==> src/rtl/cal_seq.sv <==
// cal_seq: infix expression sequencer for the stack calculator.
// Owns the operand and operator stacks, schedules pushes and reductions
// by operator precedence and runs the 3-cycle reduce step
// (pop b, pop a + op, push a op b).
module cal_seq #(
    parameter int W     = 8,
    parameter int DEPTH = 8
) (
    input  logic         clk_i,
    input  logic         rst_ni,
    input  logic         tok_valid_i,
    output logic         tok_ready_o,
    input  logic [1:0]   tok_kind_i,
    input  logic [W-1:0] tok_data_i,
    output logic [W-1:0] result_o,
    output logic         done_o,
    output logic         busy_o,
    output logic         err_o
);

    localparam int CW = $clog2(DEPTH + 1);
    localparam int AW = (DEPTH > 1) ? $clog2(DEPTH) : 1;
    localparam logic [CW-1:0] FULL = CW'(DEPTH);

    localparam logic [1:0] KIND_OPND = 2'd0;
    localparam logic [1:0] KIND_OPER = 2'd1;
    localparam logic [1:0] KIND_END  = 2'd2;

    localparam logic [1:0] OP_ADD = 2'd0;
    localparam logic [1:0] OP_SUB = 2'd1;
    localparam logic [1:0] OP_MUL = 2'd2;
    localparam logic [1:0] OP_BAD = 2'd3;

    typedef enum logic [2:0] {
        IDLE,
        R_POPB,
        R_POPA,
        R_PUSH,
        DONE,
        ERR
    } state_e;

    state_e         state_q, state_d;
    logic [W-1:0]   opnd_q [DEPTH];
    logic [1:0]     oper_q [DEPTH];
    logic [CW-1:0]  opndCnt_q, opndCnt_d;
    logic [CW-1:0]  operCnt_q, operCnt_d;
    logic [W-1:0]   a_q, a_d;
    logic [W-1:0]   b_q, b_d;
    logic [1:0]     op_q, op_d;
    logic [W-1:0]   result_q, result_d;

    logic           opndWe, operWe;
    logic [W-1:0]   opndWdata;
    logic [1:0]     operWdata;
    logic [AW-1:0]  opndTopIdx, operTopIdx, opndPushIdx, operPushIdx;
    logic [W-1:0]   opndTop;
    logic [1:0]     operTop;
    logic [1:0]     newOp;
    logic           reduceFirst;
    logic [W-1:0]   aluRes;

    // Precedence rank: mul binds tighter than add/sub.
    function automatic logic [1:0] prec(input logic [1:0] op);
        return (op == OP_MUL) ? 2'd2 : 2'd1;
    endfunction

    assign opndTopIdx  = AW'(opndCnt_q - 1'b1);
    assign operTopIdx  = AW'(operCnt_q - 1'b1);
    assign opndPushIdx = AW'(opndCnt_q);
    assign operPushIdx = AW'(operCnt_q);
    assign opndTop     = opnd_q[opndTopIdx];
    assign operTop     = oper_q[operTopIdx];
    assign newOp       = tok_data_i[1:0];

    // Left-associative: an equal or higher precedence operator on top is reduced first.
    assign reduceFirst = (operCnt_q != '0) && (prec(operTop) >= prec(newOp));

    // ALU step on the operands staged by the reduce sequence; results wrap modulo 2^W.
    always_comb begin
        aluRes = '0;
        case (op_q)
            OP_ADD:  aluRes = a_q + b_q;
            OP_SUB:  aluRes = a_q - b_q;
            default: aluRes = a_q * b_q;
        endcase
    end

    // Next-state, stack control and token handshake; tok_ready never looks at tok_valid.
    always_comb begin
        state_d     = state_q;
        opndCnt_d   = opndCnt_q;
        operCnt_d   = operCnt_q;
        a_d         = a_q;
        b_d         = b_q;
        op_d        = op_q;
        result_d    = result_q;
        opndWe      = 1'b0;
        operWe      = 1'b0;
        opndWdata   = tok_data_i;
        operWdata   = newOp;
        tok_ready_o = 1'b0;
        case (state_q)
            IDLE: begin
                case (tok_kind_i)
                    KIND_OPND: begin
                        tok_ready_o = 1'b1;
                        if (tok_valid_i) begin
                            if (opndCnt_q == FULL) begin
                                state_d = ERR;
                            end else begin
                                opndWe    = 1'b1;
                                opndCnt_d = opndCnt_q + 1'b1;
                            end
                        end
                    end
                    KIND_OPER: begin
                        if (newOp == OP_BAD) begin
                            tok_ready_o = 1'b1;
                            if (tok_valid_i) state_d = ERR;
                        end else if (reduceFirst) begin
                            if (tok_valid_i) state_d = R_POPB;
                        end else begin
                            tok_ready_o = 1'b1;
                            if (tok_valid_i) begin
                                if (operCnt_q == FULL) begin
                                    state_d = ERR;
                                end else begin
                                    operWe    = 1'b1;
                                    operCnt_d = operCnt_q + 1'b1;
                                end
                            end
                        end
                    end
                    KIND_END: begin
                        if (operCnt_q != '0) begin
                            if (tok_valid_i) state_d = R_POPB;
                        end else begin
                            tok_ready_o = 1'b1;
                            if (tok_valid_i) begin
                                if (opndCnt_q == CW'(1)) begin
                                    state_d  = DONE;
                                    result_d = opndTop;
                                end else begin
                                    state_d = ERR;
                                end
                            end
                        end
                    end
                    default: begin
                        tok_ready_o = 1'b1;
                        if (tok_valid_i) state_d = ERR;
                    end
                endcase
            end
            R_POPB: begin
                if (opndCnt_q < CW'(2)) begin
                    state_d = ERR;
                end else begin
                    b_d       = opndTop;
                    opndCnt_d = opndCnt_q - 1'b1;
                    state_d   = R_POPA;
                end
            end
            R_POPA: begin
                a_d       = opndTop;
                op_d      = operTop;
                opndCnt_d = opndCnt_q - 1'b1;
                operCnt_d = operCnt_q - 1'b1;
                state_d   = R_PUSH;
            end
            R_PUSH: begin
                opndWe    = 1'b1;
                opndWdata = aluRes;
                opndCnt_d = opndCnt_q + 1'b1;
                state_d   = IDLE;
            end
            DONE: begin
                opndCnt_d = '0;
                operCnt_d = '0;
                state_d   = IDLE;
            end
            ERR: begin
                tok_ready_o = 1'b1;
                if (tok_valid_i && (tok_kind_i == KIND_END)) begin
                    opndCnt_d = '0;
                    operCnt_d = '0;
                    state_d   = IDLE;
                end
            end
            default: state_d = IDLE;
        endcase
    end

    // Control state, stack pointers and staging registers.
    always_ff @(posedge clk_i or negedge rst_ni) begin
        if (!rst_ni) begin
            state_q   <= IDLE;
            opndCnt_q <= '0;
            operCnt_q <= '0;
            a_q       <= '0;
            b_q       <= '0;
            op_q      <= OP_ADD;
            result_q  <= '0;
        end else begin
            state_q   <= state_d;
            opndCnt_q <= opndCnt_d;
            operCnt_q <= operCnt_d;
            a_q       <= a_d;
            b_q       <= b_d;
            op_q      <= op_d;
            result_q  <= result_d;
        end
    end

    // Stack storage; contents above the pointers are don't-care, so no reset.
    always_ff @(posedge clk_i) begin
        if (opndWe) opnd_q[opndPushIdx] <= opndWdata;
        if (operWe) oper_q[operPushIdx] <= operWdata;
    end

    assign result_o = result_q;
    assign done_o   = (state_q == DONE);
    assign busy_o   = (state_q != IDLE);
    assign err_o    = (state_q == ERR);

endmodule

==> config.mk <==
export PLATFORM = sky130hd
export DESIGN_NAME = cal_seq
export DESIGN_NICKNAME = d
export VERILOG_FILES = /design/src/rtl/cal_seq.sv
export SDC_FILE = /design/constraint.sdc
export NUM_CORES = 1
export LEC_CHECK = 0
export ABC_AREA = 1
export CORE_MARGIN = 3
export CORE_UTILIZATION = 47
export DETAILED_ROUTE_END_ITERATION = 16
export GPL_ROUTABILITY_DRIVEN = 1
export PLACE_DENSITY_LB_ADDON = 0.08
export REMOVE_ABC_BUFFERS = 1
export SLEW_MARGIN = 20
export SYNTH_ARGS = -nofsm -noshare
export SYNTH_HDL_FRONTEND = slang
export SYNTH_SLANG_ARGS = --single-unit
==> constraint.sdc <==
create_clock -name clk_i -period 4.9 [get_ports clk_i]
set_input_delay 1.225 -clock clk_i [delete_from_list [all_inputs] [get_ports clk_i]]
set_output_delay 1.225 -clock clk_i [all_outputs]
set_load 0.05 [all_outputs]
# == After elaboration in Yosys (flattened, before gate mapping) ==
# Memory sizes are Yosys's and may differ from the RTL's.
# Cells that the tools add are included.
# totals
register_bits,37
latchBits,0
mem_bits_rw,80
romBits,0
in_bits,13
output_inout_bits,12
elab_cells,112
mem_count,2
# memory_table
memory,words,width,rd,rd_clocked_by_memory_dff,write_ports,line_no,text
opnd_q,8,8,1,0,1,44,logic [W-1:0] opnd_q [DEPTH];
oper_q,8,2,1,0,1,45,logic [1:0] oper_q [DEPTH];
# op_classes
addsub,6
mul,1
div_mod_pow,0
magnitude_cmp,2
n_eq_ne,28
shift,0
muxes,50
bitwise,2
reduce_logical,14
# ops
operator,n
4-bit two-way mux,10
3-bit two-way mux,12
4-bit one-hot mux with 6 select lines,1
1-bit two-way mux,17
4-bit one-hot mux with 4 select lines,1
8-bit one-hot mux with 2 select lines,1
"2-bit != test, second input constant",6
3-bit one-hot mux with 4 select lines,1
6-bit AND reduction,2
"5-bit != test, second input constant",2
3-bit one-hot mux with 3 select lines,1
"4-bit by 1-bit adder with 4-bit output, second input constant",2
8-bit adder,1
"2-bit equality test, second input constant",4
"4-bit equality test, second input constant",2
8-bit by 8-bit multiplier with 8-bit output,1
8-bit two-way mux,1
4-bit nonzero test,2
"4-bit by 1-bit subtractor with 4-bit output, second input constant",2
8-bit subtractor,1
7-bit AND reduction,1
"3-bit by 2-bit equality test with 1-bit output, second input constant",2
"3-bit equality test, second input constant",2
"2-bit by 1-bit != test with 1-bit output, second input constant",3
17 further kinds,25

# == Logic depth before layout (Yosys ltp) ==
# Gate-level depths: netlist of run 1.
# An unclocked memory read counts as a cell.
# logic_depth
ltp_word,12
ltp_mapped,25
depth_no_buf,24

# == Least setup slack after synthesis of run 1 ==
# OpenSTA, ideal clock, no wires.
# synth_path
path_kind,reg2reg
from,register a_q[1]
to,"memory opnd_q[0][7], data pin"
setup_time_ns,0.283
arrival_ns,3.937
required_time_ns,4.617
path_slack_ns,0.680
stages_incl_launch_ff,22
path_buffers,1
period_less_slack_ns,4.220
cell_sequence,dfrtp_1 > clkbuf_1 > nand2_1 > fa_1 > fa_1 > inv_1 > fa_1 > inv_1 > fa_1 > inv_1 > ha_1 > a21oi_1 > xor2_1 > inv_1 > nand2_1 > nand2_1 > nand2_1 > nand2_1 > nand2_1 > nand2_1 > nand2_1 > nand2_1
# synth_via
elab_chain_len,3
word_cells_on_any_way,5
cone_classes,2 x add/sub; 1 x mul; 2 x mux
# synth_rtl
element,line_no,text
start: declaration,48,"logic [W-1:0] a_q, a_d;"
start signal: assignment,201,a_q <= '0;
start signal: assignment,209,a_q <= a_d;
8-bit by 8-bit multiplier with 8-bit output (tied with other cells),85,default: aluRes = a_q * b_q;
8-bit one-hot mux with 2 select lines (*),82,case (op_q)
8-bit two-way mux (*),103,case (state_q)
named net opndWdata[7],54,logic [W-1:0] opndWdata;
end: declaration,44,
# Mark *: on every way through the listed nets, which the timed path passes. The rest lies on a longest branch.

# == Final worst setup path of run 1 ==
# layout_path
from,register a_q[1]
to,"memory opnd_q[7][7], data pin"
# The elaborated chain is that of the path after synthesis.

==> flow_summary.toml, run 1 <==
[outcome]
outcome = "finished, final reports clean"

[layout]
area_delta_synth_final_pct = 12.9
antennaDiodeCount = 0
drive_gt1_share_pct = 7.88
fin_cells = 980
nNetsFinal = 849
final_area_um2 = 7830

[logic_synthesis]
yosys-mux-area-fraction_pct = 1.16
ys_ff_latch = 117
synth-edff-count = 80
synthCells = 766
synth_top_family_by_area = "simple AND/OR/NAND/NOR gates"
async_flop_share_pct = 31.6
synth_area_um2 = 6930
synth_ff_type = "edfxtp_1"
synth_adder_area_share_pct = 10.3
synthSimpleGateAreaFrac_pct = 18.4
synth_compound_area_share_pct = 10.2
ys_types = 43
ys_warn_count = 0
ys_seq_area_share_pct = 48.0
syn_avg_cell_area_um2 = 9.05
synth_xor_area_share_pct = 3.03

[detailed_routing]
drt_pass1_iterations = 5
vias = 5198
via_per_inst = 5.30
wl_per_cell_um = 15.6
drt-total-wl_um = 15300
drc_errors = 0
ant_nets = 0
drtIter0Drc = 387

[die]
start_util_pct = 49.0
die_height_um = 127
die_w_um = 127
num_rows = 43
coreArea_um2 = 14100
io_pins = 25
die_area_um2 = 16200

[worst_setup_path]
reg2reg_to = "opnd_q[7][7]$_DFFE_PP_"
reg2reg_from = "a_q[1]$_DFFE_PN0P_"
end_kind = "flop"
cp-startpoint = "a_q[1]$_DFFE_PN0P_"
worstSetupStartpointType = "flop"
r2r_slack_ns = 0.44
worstPathMaxFanout = 10
crit_path_end = "opnd_q[7][7]$_DFFE_PP_"
critPathArrivalTime_ns = 4.57
required_ns = 5.01
crit_type = "reg2reg"
ff2ff_path_depth = 20

[clock_network]
cts_tree = "done"
cts_inserted_buffers = 17
cts_setup_buffers = 0
cts_root_buf = "clkbuf_16"
cts_buffer_depth = 2
cts.sinks = 117
htree_levels = 4
cts_resized = 0
holdBufCountCts = 0
clk_latency_ns = 0.41
clkTransAtPathRegs_ns = 0.05

[place]
post_dp_cell_area_um2 = 7270
hpwl_um = 11000
placedCellCount = 948
portBuffers = 24
place_congestion = 0.904

[sta]
fmax_ghz = 0.224
tightestPinTransition_ns = 0.982
hold_violations = 0
period_share_pct = 91.1
fin_worst_skew_ns = 0.0100
rsz0062_at_grt = "no"
slew_violations = 0
finalSetupTns_ns = 0
finalSetupViolCount = 0
fin_crit_ns = 4.46
max-slew-margin-rel_pct = 34.3

[global_routing]
grt_pass1_wl_um = 25300
gr-usage-all-layers_pct = 19.9
antenna_found_initial = 0
grt_pass1_vias = 5047
grt_overflow = 0
grt_start_max_net_pins = 38

[power_and_ir_drop]
powerDensity_nw_per_um2 = 732
leakagePower_nw = 3.53
ir_drop_uv = 356

[worst_hold_path]
holdPathStages = 2
min_path_type = "reg2reg"

[run]
max_cap_violations = 0
[through the flow]
step	setup slack [ns]	hold WS, ns	power (mW)	util (%)
global placement	0.526	0.475	4.54	51.4
detailed placement	0.423	0.481	4.59	51.4
CTS	0.400	0.494	5.76	55.3
finish	0.436	0.490	5.73	55.3
floorplan	0.799	0.453	3.72	-
global route	0.0876	0.516	6.29	55.3
[cell usage in the layout (no fill, tap or decap), types with 3 or more instances in the layout]
cell type        count
nand3_1             28
a21oi_1             15
nor3_1               4
o21ai_0             56
clkbuf_1             3
o221ai_1             9
a31oi_1              5
fa_1                13
or2_2                3
nand2_1            170
nor2_1              74
buf_4                7
clkdlybuf4s50_1     22
clkbuf_16           17
inv_1              118
o211ai_1             3
inv_2                4
nor3_2               4
xnor2_1             10
o21ai_1             12
clkinv_2             4
o32ai_1              8
xor2_1              14
ha_1                36
nand2_2              5
mux2i_1              8
dfrtp_1             37
clkinvlp_4           4
edfxtp_1            80
[how the worst min path moves through the flow]
stage	from	to	slack [ns]
finish	result_o[6]$_DFFE_PN0P_	result_o[6]$_DFFE_PN0P_	0.49
global placement	result_o[4]$_DFFE_PN0P_	result_o[4]$_DFFE_PN0P_	0.47
detailed placement	result_o[6]$_DFFE_PN0P_	result_o[6]$_DFFE_PN0P_	0.48
global route	result_o[6]$_DFFE_PN0P_	result_o[6]$_DFFE_PN0P_	0.52
floorplan	op_q[0]$_DFFE_PN0P_	op_q[0]$_DFFE_PN0P_	0.45
CTS	result_o[6]$_DFFE_PN0P_	result_o[6]$_DFFE_PN0P_	0.49
[cells in the mapped netlist, types with 3 or more instances]
master	count	area, um^2
o221ai_1	9	78.8
clkbuf_1	11	41.3
a21oi_1	15	75.1
xnor2_1	10	87.6
edfxtp_1	80	2400
o211ai_1	3	22.5
xor2_1	14	123
dfrtp_1	37	926
inv_2	4	15.0
mux2i_1	8	80.1
fa_1	13	260
ha_1	36	450
nor3_2	4	40.0
o32ai_1	8	70.1
nand2_2	5	31.3
inv_1	118	443
o21ai_0	57	285
nor2_1	74	278
nor3_1	4	20.0
or2_2	3	18.8
o21ai_1	11	55.1
a31oi_1	5	31.3
buf_6	3	33.8
nand2_1	170	638
buf_2	12	60.1
nand3_1	28	140
[per-layer routing]
metal / vias up / global-route usage (%) / wire length, um
li1: 2554 / - / -
met5: - / 0 / 0
met3: 31 / 4.14 / 626
met4: 0 / 7.32 / 354
met2: 115 / 33.0 / 7470
met1: 2498 / 26.0 / 6890
[state kept, by name, indices dropped and copies added (netlist names)]
name       flops
a_q            8
b_q            8
op_q           2
operCnt_q      4
oper_q        16
opndCnt_q      4
opnd_q        64
result_o       8
state_q        3
[critical path, cell delays in order, from the launching register on]
cell     delay (ns)
dfrtp_1        0.53
nand2_1        0.14
fa_1           0.47
fa_1           0.54
inv_1          0.05
fa_1           0.47
inv_1          0.05
fa_1           0.52
inv_1          0.04
ha_1           0.31
a21oi_1        0.19
xor2_1         0.20
inv_1          0.06
nand2_1        0.07
nand2_1        0.05
nand2_1        0.05
nand2_1        0.07
nand2_1        0.07
nand2_1        0.05
nand2_1        0.05
nand2_1        0.16
[final cells by class]
cell class | count | area (um^2)
clock buffer | 21 | 450
clock inverter | 11 | 101
fill | 1281 | 6320
inverter | 123 | 463
multi-input combinational | 498 | 2980
sequential | 117 | 3330
tap | 180 | 225
timing repair buffer | 30 | 278
[logic make-up (layout without fill, tap and decap cells)]
kind of cell / count (synthesis) / after routing
fa+ha+maj: 49 / 49
simple gates: 298 / 298
flops: 117 / 117
xor+xnor: 24 / 24
compound gates: 119 / 119
mux: 8 / 8
buf+inv: 151 / 185
[where the power goes]
group          switching, mW  internal (mW)
clock network          0.431          0.709
registers              0.227           1.26
logic                   2.02           1.08
No activity file was read; power rests on OpenSTA's default activity.
==> run 2, diff against run 1 <==
--- a/config.mk
+++ b/config.mk
@@ -10,6 +10,8 @@
 export CORE_UTILIZATION = 47
 export DETAILED_ROUTE_END_ITERATION = 16
 export GPL_ROUTABILITY_DRIVEN = 1
+export GPL_TIMING_DRIVEN = 0
+export MAX_ROUTING_LAYER = met4
 export PLACE_DENSITY_LB_ADDON = 0.08
 export REMOVE_ABC_BUFFERS = 1
 export SLEW_MARGIN = 20
==> run 2 against run 1 <==
Compared with the run above:
- design area is 0.88% higher
- global-route usage is 0.12 points higher
- critical path type unchanged
- critical endpoint is now opnd_q[1][7]$_DFFE_PP_
- total power hardly changed
- count of clock-buffer cells in the layout is 1 lower
- die area stayed put
- clock power is 4% higher
- clock skew hardly changed
- maximum frequency is 0.53% lower
- highest routed layer unchanged
- flip-flop and latch count stayed put
==> flow_summary.toml, run 2 (same netlist as run 1, synthesis figures left out) <==
[outcome]
outcome = "finished, final reports clean"

[clock_network]
htree_levels = 4
cts_tree = "done"
cts_buffer_depth = 2
cts_root_buf = "clkbuf_16"
clkTransAtPathRegs_ns = 0.06
holdBufCountCts = 0
cts.sinks = 117
clk_latency_ns = 0.41
cts_inserted_buffers = 17

[layout]
area_delta_synth_final_pct = 13.9
antennaDiodeCount = 0
final_common_cell = "nand2_1"
nNetsFinal = 848
drive_gt1_share_pct = 9.26
largest_reg_flops = 64
finalCoreUtilization_pct = 55.8
nFillCells = 1279
largest_register = "opnd_q"
top_regs = "opnd_q: 64 flops, oper_q: 16 flops"
mostFrequentLayoutCells = "170 x nand2_1, 118 x inv_1, 80 x edfxtp_1"

[die]
die_w_um = 127
io_pins = 25
start_util_pct = 49.0
die_area_um2 = 16200
num_rows = 43
die_height_um = 127
coreArea_um2 = 14100

[sta]
fin_worst_skew_ns = 0.0101
fin_crit_ns = 4.49
hold_violations = 0
whs_ns = 0.494
max-slew-margin-rel_pct = 31.6
tightestPinTransition_ns = 1.02
fmax_ghz = 0.223
rsz0062_at_grt = "no"
slew_violations = 0
period_share_pct = 91.6
finalSetupTns_ns = 0
finalSetupViolCount = 0

[place]
portBuffers = 24
hpwl_um = 10900
place_congestion = 0.972

[worst_setup_path]
required_ns = 4.99
worstPathMaxFanout = 8
cp-startpoint = "a_q[3]$_DFFE_PN0P_"
crit_type = "reg2reg"
reg2reg_from = "a_q[3]$_DFFE_PN0P_"
critPathArrivalTime_ns = 4.58
worstSetupStartpointType = "flop"
end_kind = "flop"

[global_routing]
gr-usage-all-layers_pct = 20.1
grt_overflow = 0
grt_start_max_net_pins = 38
antenna_found_initial = 0
grt_pass1_wl_um = 24800
grt_pass1_vias = 4934

[detailed_routing]
ant_nets = 0
vias = 5139
drt_pass1_iterations = 4
drtIter0Drc = 282
drc_errors = 0
drt-total-wl_um = 15100
wl_per_cell_um = 15.4
via_per_inst = 5.25

[run]
max_cap_violations = 0

[worst_hold_path]
min_path_type = "reg2reg"
holdCritStartpoint = "result_o[5]$_DFFE_PN0P_"

[power_and_ir_drop]
powerDensity_nw_per_um2 = 726
leakagePower_nw = 3.56
ir_drop_uv = 349
run 2: changes by cell type in the layout (fill, tap and decap cells not counted), sizes merged:
cell          change
inv               +2
clkinvlp          -1
buf               -2
clkbuf            -1
dlymetal6s2s      +1
run 2: report_power, final:
part	switching [mW]	total, mW	internal [mW]
sequential	0.290	1.55	1.26
combinational	1.91	2.99	1.08
clock	0.444	1.19	0.744
total	2.64	5.73	3.09
run 2: worst max-delay path, stage by stage (launching register included):
cell and delay, ns:
dfrtp_1 0.51, nand2_1 0.12, fa_1 0.41, fa_1 0.55
inv_1 0.05, fa_1 0.47, inv_1 0.06, fa_1 0.54
inv_1 0.05, ha_1 0.33, a21oi_1 0.20, xor2_1 0.24
inv_1 0.06, nand2_1 0.08, nand2_1 0.05, nand2_1 0.05
nand2_1 0.06, nand2_1 0.05, nand2_1 0.05, nand2_1 0.05
nand2_1 0.18
run 2: timing repair:
action,CTS,global route
buffers inserted,0,3
gates resized for setup,0,7
endpoints found under the hold margin,0,0
endpoints found under the setup margin,0,9
run 2: routing by layer:
layer	vias up	share of wire, %	track usage, %	wire, um
li1	2554	-	-	-
met1	2491	46	26.1	6950
met2	76	49	32.2	7370
met3	18	3.3	3.26	501
met4	0	1.6	6.75	248
met5	-	0	-	0
run 2: layout make-up:
cell class	count	area [um^2]	share of cell area, %
clock inverter	12	119	1.51
sequential	117	3340	42.3
timing repair buffer	29	288	3.65
clock buffer	20	467	5.91
tap	180	225	2.85
inverter	123	463	5.86
multi-input combinational	498	3000	38.0
run 2: final timing paths:
kind / end / slack, ns / depth (start not counted)
worst min-delay path: result_o[5]$_DFFE_PN0P_ / 0.49 / 2
worst min register to register: result_o[5]$_DFFE_PN0P_ / 0.49 / 2
worst max register to register: opnd_q[1][7]$_DFFE_PP_ / 0.41 / 20
max in group asynchronous: a_q[1]$_DFFE_PN0P_ / 3.81 / 2
worst max-delay path: opnd_q[1][7]$_DFFE_PP_ / 0.41 / 20
min in group asynchronous: opndCnt_q[1]$_DFFE_PN0P_ / 0.65 / 1
run 2: through the flow:
| stage | cells | setup WS [ns] | cell area, um^2 | power [mW] |
|---|---|---|---|---|
| 3_5_place_dp | 944 | 0.205 | 7270 | 4.54 |
| 2_1_floorplan | 738 | 0.799 | 6770 | 3.72 |
| 5_1_grt | 979 | 0.0397 | 7900 | 6.28 |
| 6_report | 979 | 0.413 | 7900 | 5.73 |
| 3_3_place_gp | 942 | 0.0321 | 7240 | 4.48 |
| 4_1_cts | 976 | 0.0148 | 7860 | 5.75 |
==> run 3, diff against run 2 <==
--- a/config.mk
+++ b/config.mk
@@ -5,7 +5,6 @@
 export SDC_FILE = /design/constraint.sdc
 export NUM_CORES = 1
 export LEC_CHECK = 0
-export ABC_AREA = 1
 export CORE_MARGIN = 3
 export CORE_UTILIZATION = 47
 export DETAILED_ROUTE_END_ITERATION = 16
==> run 3 against run 2 <==
Compared with the run above:
- global-route usage is 1.6 points higher
- utilization grew 1.3 points
- sequential share of layout area decreased by 1.1 points
- non-clock buffer count increased by 6
- worst setup slack worse by 0.12 ns
- flip-flop and latch count unchanged
- critical endpoint is now tok_ready_o
- largest cell class is now multi-input gates
==> flow_summary.toml, run 3 <==
[outcome]
outcome = "finished, final reports clean"

[logic_synthesis]
synthTopCellsByArea = "edfxtp_1 34%, dfrtp_1 13%, mux4_2 6.8%"
synthCells = 627
synth_ff_type = "edfxtp_1"
ys_ff_latch = 117
async_flop_share_pct = 31.6
synth-edff-count = 80
ys_top_cells_by_count = "80 x edfxtp_1, 75 x nand2_1, 46 x inv_1, 42 x nor2_1, 41 x o21ai_0"
ys_warn_count = 0
syn_avg_cell_area_um2 = 11.1
synth.most_common_cell = "edfxtp_1"
ys_types = 70
ys_seq_area_share_pct = 47.7
yosysTopAreaCell = "edfxtp_1"
synth_area_um2 = 6980
yosys.area.top_type_share_pct = 34.4

[worst_setup_path]
required_ns = 3.67
crit_type = "reg2out"
worstPathMaxFanout = 17
worstSetupStartpointType = "flop"
critPathArrivalTime_ns = 3.38
end_kind = "output pin"

[detailed_routing]
drt-total-wl_um = 16100
wl_per_cell_um = 19.2
vias = 4815
ant_nets = 0
drtIter0Drc = 476
drt_pass1_iterations = 5
via_per_inst = 5.75
drc_errors = 0

[global_routing]
grt_overflow = 0
antenna_found_initial = 0
grt_start_max_net_pins = 27
gr-usage-all-layers_pct = 21.7
grt_pass1_wl_um = 26300
grt_pass1_vias = 4889

[sta]
slew_violations = 0
finalSetupViolCount = 0
max-slew-margin-rel_pct = 37.6
fin_crit_ns = 4.60
period_share_pct = 94.0
fin_worst_skew_ns = 0.0106
tightestPinTransition_ns = 0.927
fmax_ghz = 0.217
finalSetupTns_ns = 0
hold_violations = 0
rsz0062_at_grt = "no"

[die]
die_w_um = 128
start_util_pct = 49.2
num_rows = 43
die_height_um = 128
die_area_um2 = 16400
io_pins = 25
coreArea_um2 = 14200

[clock_network]
cts_inserted_buffers = 17
cts_buffer_depth = 2
htree_levels = 4
cts.sinks = 117
clk_latency_ns = 0.42
clkTransAtPathRegs_ns = 0.05
cts_tree = "done"
cts_root_buf = "clkbuf_16"

[place]
hpwl_um = 11500
placedCellCount = 805
portBuffers = 24
place_congestion = 0.857

[worst_hold_path]
min_path_type = "reg2reg"

[layout]
largest_reg_flops = 64
drive_gt1_share_pct = 13.2
antennaDiodeCount = 0
area_delta_synth_final_pct = 16.1
nFillCells = 1193
mostFrequentLayoutCells = "80 x edfxtp_1, 75 x nand2_1, 46 x inv_1"
top_regs = "opnd_q: 64 flops, oper_q: 16 flops"
largest_register = "opnd_q"
fin_cells = 838
nNetsFinal = 707
final_common_cell = "edfxtp_1"

[run]
max_cap_violations = 0
run 3: cell count changes after synthesis, moves of 16 or more:
| cell | delta |
|---|---|
| nand2_1 | -95 |
| inv_1 | -72 |
| nor2_1 | -32 |
| mux4_2 | +21 |
| nand3_1 | -20 |
| clkbuf_1 | +19 |
| o21ai_0 | -16 |
run 3: critical path, stage by stage, from the launching register on:
cell,delay (ns)
dfrtp_4,0.59
inv_1,0.18
ha_2,0.37
or3b_2,0.48
and4_1,0.23
a211oi_4,0.38
or2b_1,0.26
a21oi_1,0.13
o21ai_0,0.09
clkbuf_2,0.24
run 3: path summary, 6_finish.rpt:
check	slack [ns]	start	end	cells after the start
worst max-delay path	0.30	operCnt_q[0]$_DFFE_PN0P_	tok_ready_o	9
worst min-delay path	0.50	result_o[2]$_DFFE_PN0P_	result_o[2]$_DFFE_PN0P_	2
worst max register to register	0.31	a_q[1]$_DFFE_PN0P_	opnd_q[1][7]$_DFFE_PP_	13
worst min register to register	0.50	result_o[2]$_DFFE_PN0P_	result_o[2]$_DFFE_PN0P_	2
max in group asynchronous	3.75	rst_ni	op_q[1]$_DFFE_PN0P_	2
min in group asynchronous	0.70	rst_ni	operCnt_q[2]$_DFFE_PN0P_	1
run 3: timing repair:
action	in CTS	in global routing
hold buffers	0	0
pin swaps	0	1
endpoints found under the setup margin	1	9
resized for setup	5	5
buffers inserted	0	1
run 3: cell families (layout without fill, tap and decap cells):
group                    count (synthesis)  in the layout  share of synthesized area, %
multiplexers                            36             36                          8.94
buffers and inverters                   82            113                          4.59
adder cells (fa/ha/maj)                 49             49                          10.2
AO/OA/AOI/OAI                          116            116                          10.5
AND/OR/NAND/NOR                        200            200                          13.8
flip-flops                             117            117                          47.7
XOR/XNOR                                27             27                          4.25
run 3: through the flow:
stage,cell area [um^2],util [%],setup WS (ns),hold WS [ns]
after CTS,8100,57.0,0.0474,0.499
after global routing,8110,57.1,0.0610,0.525
final,8110,57.1,0.296,0.496
after detailed placement,7450,52.4,-0.321,0.485
after floorplan,6830,-,0.417,0.442
after global placement,7300,51.4,-0.192,0.468
run 3: final cells by class:
type,instances,area [um^2],share of cell area [%]
multi-input combinational,428,3400,41.9
sequential,117,3330,41.1
clock buffer,17,425,5.25
timing repair buffer,35,340,4.20
tap,180,225,2.78
clock inverter,15,210,2.59
inverter,46,173,2.13
run 3: layer usage:
layer / vias up / wire length, um / track usage [%]
li1: 2284 / - / -
met1: 2395 / 7470 / 29.8
met2: 120 / 7850 / 33.2
met3: 16 / 600 / 5.13
met4: 0 / 162 / 4.74
met5: - / 0 / -
Power of run 3 is not shown: default switching activity piles up to over one toggle a cycle in this logic, so the estimate is an artifact.
